===== src/rtl/banco_reg_pkg.sv =====
// Shared constants for the register bank: sequencer state encoding and the
// default word/address widths also used by the decoder and ALU.
package banco_reg_pkg;

  localparam logic [0:0] ST_IDLE  = 1'b0;
  localparam logic [0:0] ST_CLEAR = 1'b1;

  localparam int DEF_WIDTH  = 8;
  localparam int DEF_ADDR_W = 2;

endpackage


===== src/rtl/banco_reg_clr_seq.sv =====
// Post-reset clear sequencer: walks every register address once, owning the
// bank's write port until the walk completes.
module banco_reg_clr_seq
  import banco_reg_pkg::*;
#(
  parameter int ADDR_W = DEF_ADDR_W
) (
  input  logic              clock,
  input  logic              reset,
  output logic              busy,
  output logic              clr_we,
  output logic [ADDR_W-1:0] clr_addr
);

  // DEPTH-1 is all ones because DEPTH is a power of two
  localparam logic [ADDR_W-1:0] LAST = '1;

  logic [0:0]        state;
  logic [ADDR_W-1:0] clr_ptr;

  always_ff @(posedge clock) begin
    if (reset) begin
      state   <= ST_CLEAR;
      clr_ptr <= '0;
    end else if (state == ST_CLEAR) begin
      if (clr_ptr == LAST) begin
        state <= ST_IDLE;
      end else begin
        clr_ptr <= clr_ptr + 1'b1;
      end
    end
  end

  assign busy     = (state == ST_CLEAR);
  assign clr_we   = busy;
  assign clr_addr = clr_ptr;

endmodule


===== src/rtl/banco_reg_multi.sv =====
// Parametrised 2-read/1-write register bank with post-reset clear sequencer.
// Optional same-cycle write-to-read bypass: define BANCO_REG_BYPASS_EN.
module banco_reg_multi
  import banco_reg_pkg::*;
#(
  parameter int WIDTH   = DEF_WIDTH,
  parameter int ADDR_W  = DEF_ADDR_W,
  parameter int ZERO_R0 = 1
) (
  input  logic              clock,
  input  logic              reset,
  input  logic [ADDR_W-1:0] Read1,
  input  logic [ADDR_W-1:0] Read2,
  input  logic [ADDR_W-1:0] WriteReg,
  input  logic [WIDTH-1:0]  WriteData,
  input  logic              RegWrite,
  output logic [WIDTH-1:0]  Data1,
  output logic [WIDTH-1:0]  Data2,
  output logic              busy,
  output logic              wr_rej
);

  localparam int DEPTH = 2 ** ADDR_W;

  logic [WIDTH-1:0]  rf [DEPTH];
  logic              clr_we;
  logic [ADDR_W-1:0] clr_addr;
  logic              wr_drop_r0;
  logic              wr_acc;
  logic              byp1;
  logic              byp2;

  banco_reg_clr_seq #(.ADDR_W(ADDR_W)) u_clr_seq (
    .clock    (clock),
    .reset    (reset),
    .busy     (busy),
    .clr_we   (clr_we),
    .clr_addr (clr_addr)
  );

  // R0 writes vanish silently; they are not reported through wr_rej
  assign wr_drop_r0 = (ZERO_R0 != 0) && (WriteReg == '0);
  assign wr_acc     = RegWrite && !busy && !wr_drop_r0;

  always_ff @(posedge clock) begin
    if (clr_we) begin
      rf[clr_addr] <= '0;
    end else if (wr_acc && !reset) begin
      rf[WriteReg] <= WriteData;
    end
  end

  always_ff @(posedge clock) begin
    if (reset) begin
      wr_rej <= 1'b0;
    end else begin
      wr_rej <= RegWrite && busy;
    end
  end

`ifdef BANCO_REG_BYPASS_EN
  assign byp1 = wr_acc && (WriteReg == Read1);
  assign byp2 = wr_acc && (WriteReg == Read2);
`else
  assign byp1 = 1'b0;
  assign byp2 = 1'b0;
`endif

  function automatic logic [WIDTH-1:0] rd_port(
    input logic [ADDR_W-1:0] ra,
    input logic [WIDTH-1:0]  stored,
    input logic              blk,
    input logic              byp,
    input logic [WIDTH-1:0]  wd
  );
    if (blk || ((ZERO_R0 != 0) && (ra == '0))) begin
      return '0;
    end
    return byp ? wd : stored;
  endfunction

  assign Data1 = rd_port(Read1, rf[Read1], busy, byp1, WriteData);
  assign Data2 = rd_port(Read2, rf[Read2], busy, byp2, WriteData);

endmodule


===== config.mk =====
export PLATFORM = sky130hd
export DESIGN_NAME = banco_reg_multi
export DESIGN_NICKNAME = d
export VERILOG_FILES = /design/src/rtl/banco_reg_pkg.sv /design/src/rtl/banco_reg_clr_seq.sv /design/src/rtl/banco_reg_multi.sv
export SDC_FILE = /design/constraint.sdc
export NUM_CORES = 1
export LEC_CHECK = 0
export CAP_MARGIN = 20
export CORE_ASPECT_RATIO = 0.7
export CORE_UTILIZATION = 52
export CTS_CLUSTER_DIAMETER = 200
export DETAILED_ROUTE_END_ITERATION = 8
export PLACE_DENSITY_LB_ADDON = 0.05
export SLEW_MARGIN = 20
export SYNTH_ARGS = -nofsm -noshare
export SYNTH_HDL_FRONTEND = slang
export SYNTH_HIERARCHICAL = 1
export SYNTH_SLANG_ARGS = --single-unit

===== constraint.sdc =====
create_clock -name clock -period 4.9 [get_ports clock]
set_clock_uncertainty 0.05 [all_clocks]
set_input_delay 1.225 -clock clock [delete_from_list [all_inputs] [get_ports clock]]
set_output_delay 1.225 -clock clock [all_outputs]
set_load 0.01 [all_outputs]

=== After elaboration in Yosys (flattened, before gate mapping) ===
Memories as Yosys holds them, arrays and structs flattened.
Index checks and enable logic that the tools add are counted.

* Register bits: 4
* RAM bits: 32
* Bits of input ports: 17
* Output and inout bits: 18
* Word-level logic and storage cells: 37
* Memories kept: 1

* Add/sub/neg operators: 1
* Equality and inequality tests: 1
* Multiplexer cells: 16
* Bitwise operators: 1
* Reductions and logical operators: 14

{| class="wikitable"
|+ Memories
! memory !! depth !! bits a word !! rd ports !! clocked after memory_dff !! write ports !! line !! text
|-
| rf || 4 || 8 || 2 || 0 || 1 || banco_reg_multi.sv:25 || <nowiki>logic [WIDTH-1:0] rf [DEPTH];</nowiki>
|}

{| class="wikitable"
|+ Operators by type and width
! kind !! count
|-
| two-way mux 8 bit || 5
|-
| two-way mux 1 bit || 10
|-
| OR reduction 8 bit || 1
|-
| logical NOT 2 bit || 3
|-
| logical AND 1 bit || 4
|-
| logical NOT 1 bit || 3
|-
| adder 2 x 1 -> 2 bit (second input constant) || 1
|-
| == test 2 bit (second input constant) || 1
|-
| logical OR 1 bit || 2
|-
| two-way mux 2 bit || 1
|-
| AND reduction 2 bit || 1
|-
| inverter 1 bit || 1
|}

=== Logic depth before layout (Yosys ltp) ===
Gate-level depths: netlist of run 1.

* Word-level depth: 9
* Depth in mapped cells: 4
* Depth with buffers taken out: 3

=== Hierarchy ===
The synthesis of run 1 kept the hierarchy.

{| class="wikitable"
|+ By module, submodules not included
! module !! instances !! cells an instance !! area each (um^2) !! sequential area each (um^2)
|-
| banco_reg_multi || 1 || 104 || 1337.5 || 740.7
|-
| banco_reg_clr_seq || 1 || 13 || 147.6 || 60.1
|}

=== Worst setup path before layout of run 1 ===
Ideal clock, no wire load.

* Path type: input to output
* Start point: input Read1[1]
* End point: output Data1[4]
* Arrival time: 2.149 ns
* Required time: 3.625 ns
* Setup slack: 1.476 ns
* Stages on the path: 4
* Path buffers: 2
* Cell sequence: clkbuf_1 -> clkbuf_1 -> a21oi_1 -> a211oi_1

* Word-level cells in the longest chain between the ends: 4

{| class="wikitable"
|+ Ends and longest elaborated chain
! element !! line !! text
|-
| start, declared || banco_reg_multi.sv:12 || <nowiki>input logic [ADDR_W-1:0] Read1,</nowiki>
|-
| logical NOT 2 bit || banco_reg_multi.sv:76 || <nowiki>if (blk || ((ZERO_R0 != 0) && (ra == '0))) begin</nowiki>
|-
| logical OR 1 bit || banco_reg_multi.sv:76 ||
|-
| two-way mux 1 bit || banco_reg_multi.sv:76 ||
|-
| two-way mux 8 bit * || banco_reg_multi.sv:79 || <nowiki>return byp ? wd : stored;</nowiki>
|-
| end, declared || banco_reg_multi.sv:17 || <nowiki>output logic [WIDTH-1:0] Data1,</nowiki>
|}

Mark *: on every way between the ends. The rest lies on a longest branch, timed or not.

=== Final worst setup path of run 1 ===
* Start point: input Read1[0]
* End point: output Data1[2]

The elaborated chain is that of the path after synthesis.

==> flow_summary.yaml, run 1 <==
timing:
  slew_viol_final: 0
  hold_viol_final: 0
  fmax_mhz: 221
  worst_slew_pin_slew_ps: 929
  fin_crit_sh_pct: 92.3
  period_minus_slack_ps: 4520
  fin_setup_tns_ps: 0
  slew_headroom_pct: 37.6
  timing.final.ws_setup_ps: 376
  finalSetupViolCount: 0
  rsz0062_at_grt: "no"
min_path:
  min_from: "u_clr_seq/clr_addr[1]"
  hold_path.class: "reg2reg"
setup_path:
  cpLargestDelayFamily: "buffers and inverters"
  timing.reg2reg.setup_slack_ps: 2330
  crit_path_max_fanout: 16
  rr_worst_depth: 2
  required_ps: 3620
  crit_chain: "clkdlybuf4s50_1 -> mux2i_1 -> a211oi_1 -> clkdlybuf4s50_1"
  cp-startpoint: "Read1[0]"
  cpMostUsedCell: "clkdlybuf4s50_1"
  crit_arrival_ps: 3250
  critical_path_depth: 4
  endpoint: "Data1[2]"
  endpoint_kind: "output port"
  worst-setup-path-type: "in2out"
  path_buf_inv: 2
  reg2reg_from: "u_clr_seq/busy"
  slowest_delay_ps: 960
  slowest_stage: "clkdlybuf4s50_1"
  timing.rr.end: "rf[2][0]"
  startpoint_type: "input pin"
power:
  power_switching_uw: 200
  pwr-share-clk_pct: 18.2
  power.leakage_nw: 0.648
  p_comb_share_pct: 26.7
  ir_worst_vdd_uv: 260
  p_int_uw: 471
  sw_frac_of_total_pct: 29.8
  seqPwrFrac_pct: 55.1
  power_density_mw_per_mm2: 361
cells_and_area:
  antenna_cells: 0
  nNetsFinal: 164
  area_growth_pct: 25.2
  fin_area_mm2: 0.00186
  drive_gt1_share_pct: 11.7
drt:
  dr.pass1.iters: 4
  avgRoutedWirePerCell_um: 17.2
  drtAntennaViolNets: 0
  num_vias: 1064
  viasPerCell: 5.94
  drc: 0
  drtIter0Drc: 29
  drt_wl_total_um: 3080
yosys:
  synth.avg_cell_area_um2: 12.7
  synthArstFlopShare_pct: 0
  ys_ff_latch: 28
  synth_top_flop_cell: "edfxtp_1"
  seq_area_frac_synth_pct: 53.9
  yosys_warnings: 6
  synth-edff-count: 24
  synth_nets: 135
  synthCells: 117
  synth.distinct_cells: 27
  syn-cell-area_mm2: 0.00149
clock_network:
  insertion_delay_ps: 270
  numCtsBuffers: 3
  cts_tree: "yes"
  cts_hold_buf: 0
  cts_root_buf: "clkbuf_8"
  clk_path_buf_depth: 2
  cts_resized: 0
  clk_pin_slew_ps: 80
  htreeDepth: 1
  cts_num_sinks: 28
  cts_setup_buffers: 0
floorplanning:
  initial_utilization_pct: 57.3
  io_pins: 35
  fp.coreArea_mm2: 0.00259
  dieArea_mm2: 0.00308
  fp.dieW_um: 65.9
  placementRows: 15
  chipHeight_um: 46.7
global_route:
  grt_use_met2_pct: 40.6
  grt-busiest-layer: "met2"
  grtUsageMet3_pct: 5.45
  antenna_found_initial: 0
  gr-total-overflow: 0
  grt_usage_pct: 21.8
  met1_usage_pct: 25.9
  grt_pass1_wl_um: 4590
  grt_max_degree: 26
  grt_pass1_vias: 928
place:
  placed_area_mm2: 0.00181
  dpl_worst_slack_ps: 367
  hpwl_um: 2150
  port_buffers: 34
  routabilityCongestion: 0.742
outcome:
  run_status: "complete, no violations"
run:
  cap_violations: 0
## power groups by stage
stage / Combinational, mW / Clock (mW) / Sequential, mW
floorplan: 0.115 / 0 / 0.354
global placement: 0.170 / 0 / 0.367
detailed placement: 0.179 / 0 / 0.373
CTS: 0.179 / 0.125 / 0.368
global route: 0.194 / 0.132 / 0.375
finish: 0.179 / 0.122 / 0.370
## sequential cells by signal, summed over array words and instances (netlist names)
| name | cells |
|---|---|
| rf | 24 |
| u_clr_seq/clr_addr | 2 |
| u_clr_seq/busy | 1 |
| wr_rej | 1 |
## layout by cell type (no fill, tap or decap), drive strengths merged
cell            n
clkdlybuf4s50  34
edfxtp         24
mux2i          16
a21oi          16
a211oi         16
nor3b           8
dfxtp           4
clkbuf          4
o21ai           3
nor2            2
nand2           2
nand2b          2
buf             2
nor2b           2
or4b            1
nand3           1
inv             1
o32ai           1
nand3b          1
and3b           1
nand4bb         1
or2             1
mux2            1
ha              1
## layout make-up
| cell class | instances | area (um^2) |
|---|---|---|
| flip-flops and latches | 28 | 801 |
| fillers | 184 | 731 |
| multi-input cells | 76 | 612 |
| repair buffers | 36 | 355 |
| clock buffers | 4 | 45.0 |
| well taps | 34 | 42.5 |
| inverters | 1 | 3.75 |
## cell usage after synthesis (2+ instances only)
library cell,number,area [um^2]
a211oi_1,16,120
a21oi_1,16,80.1
buf_2,4,20.0
buf_6,2,22.5
clkbuf_1,5,18.8
dfxtp_1,4,80.1
edfxtp_1,24,721
mux2i_1,16,160
nand2_1,2,7.51
nand2b_1,2,12.5
nor2_1,2,7.51
nor3b_2,8,100
o21ai_1,2,10.0
## routing by layer
metal	wire [um]	vias to the layer above	share of wire [%]
met5	0	-	0
met4	26	0	0.84
met3	128	5	4.2
met2	1540	23	50
met1	1380	527	45
li1	-	509	-
## how the worst min path moves through the flow
stage	end	slack, ps	depth (start not counted)
final	u_clr_seq/clr_addr[1]	520	2
after global routing	u_clr_seq/clr_addr[1]	560	2
after floorplan	u_clr_seq/clr_addr[1]	440	2
after global placement	u_clr_seq/clr_addr[1]	470	2
after CTS	u_clr_seq/clr_addr[1]	520	2
after detailed placement	u_clr_seq/clr_addr[1]	510	2
## per-stage QoR
stage	total power [mW]	hold WS, ps	cells	util, %
floorplan	0.469	440	117	-
global placement	0.537	467	175	70.0
detailed placement	0.552	507	175	70.0
CTS	0.673	522	179	71.8
global route	0.701	560	179	71.8
finish	0.671	520	179	71.8
## cells by family after synthesis
group / after synthesis / synth area share [%]
flip-flops: 28 / 53.9
AND/OR/NAND/NOR: 22 / 13.5
adder cells (fa/ha/maj): 1 / 0.842
AO/OA/AOI/OAI: 36 / 15.1
buffers and inverters: 13 / 4.89
multiplexers: 17 / 11.8
## worst min-delay path: stages, from the launching register on
cell      delay [ps]
dfxtp_1          370
nand2b_1          90
o21ai_0           60
Power figures use the tool's default switching activity.
==> run 2, diff against run 1 <==
Settings changed: ABC_CLOCK_PERIOD_IN_PS set to 4900.
==> results of run 2 <==
No change in the layout: final DEF, timing and power equal those of run 1.
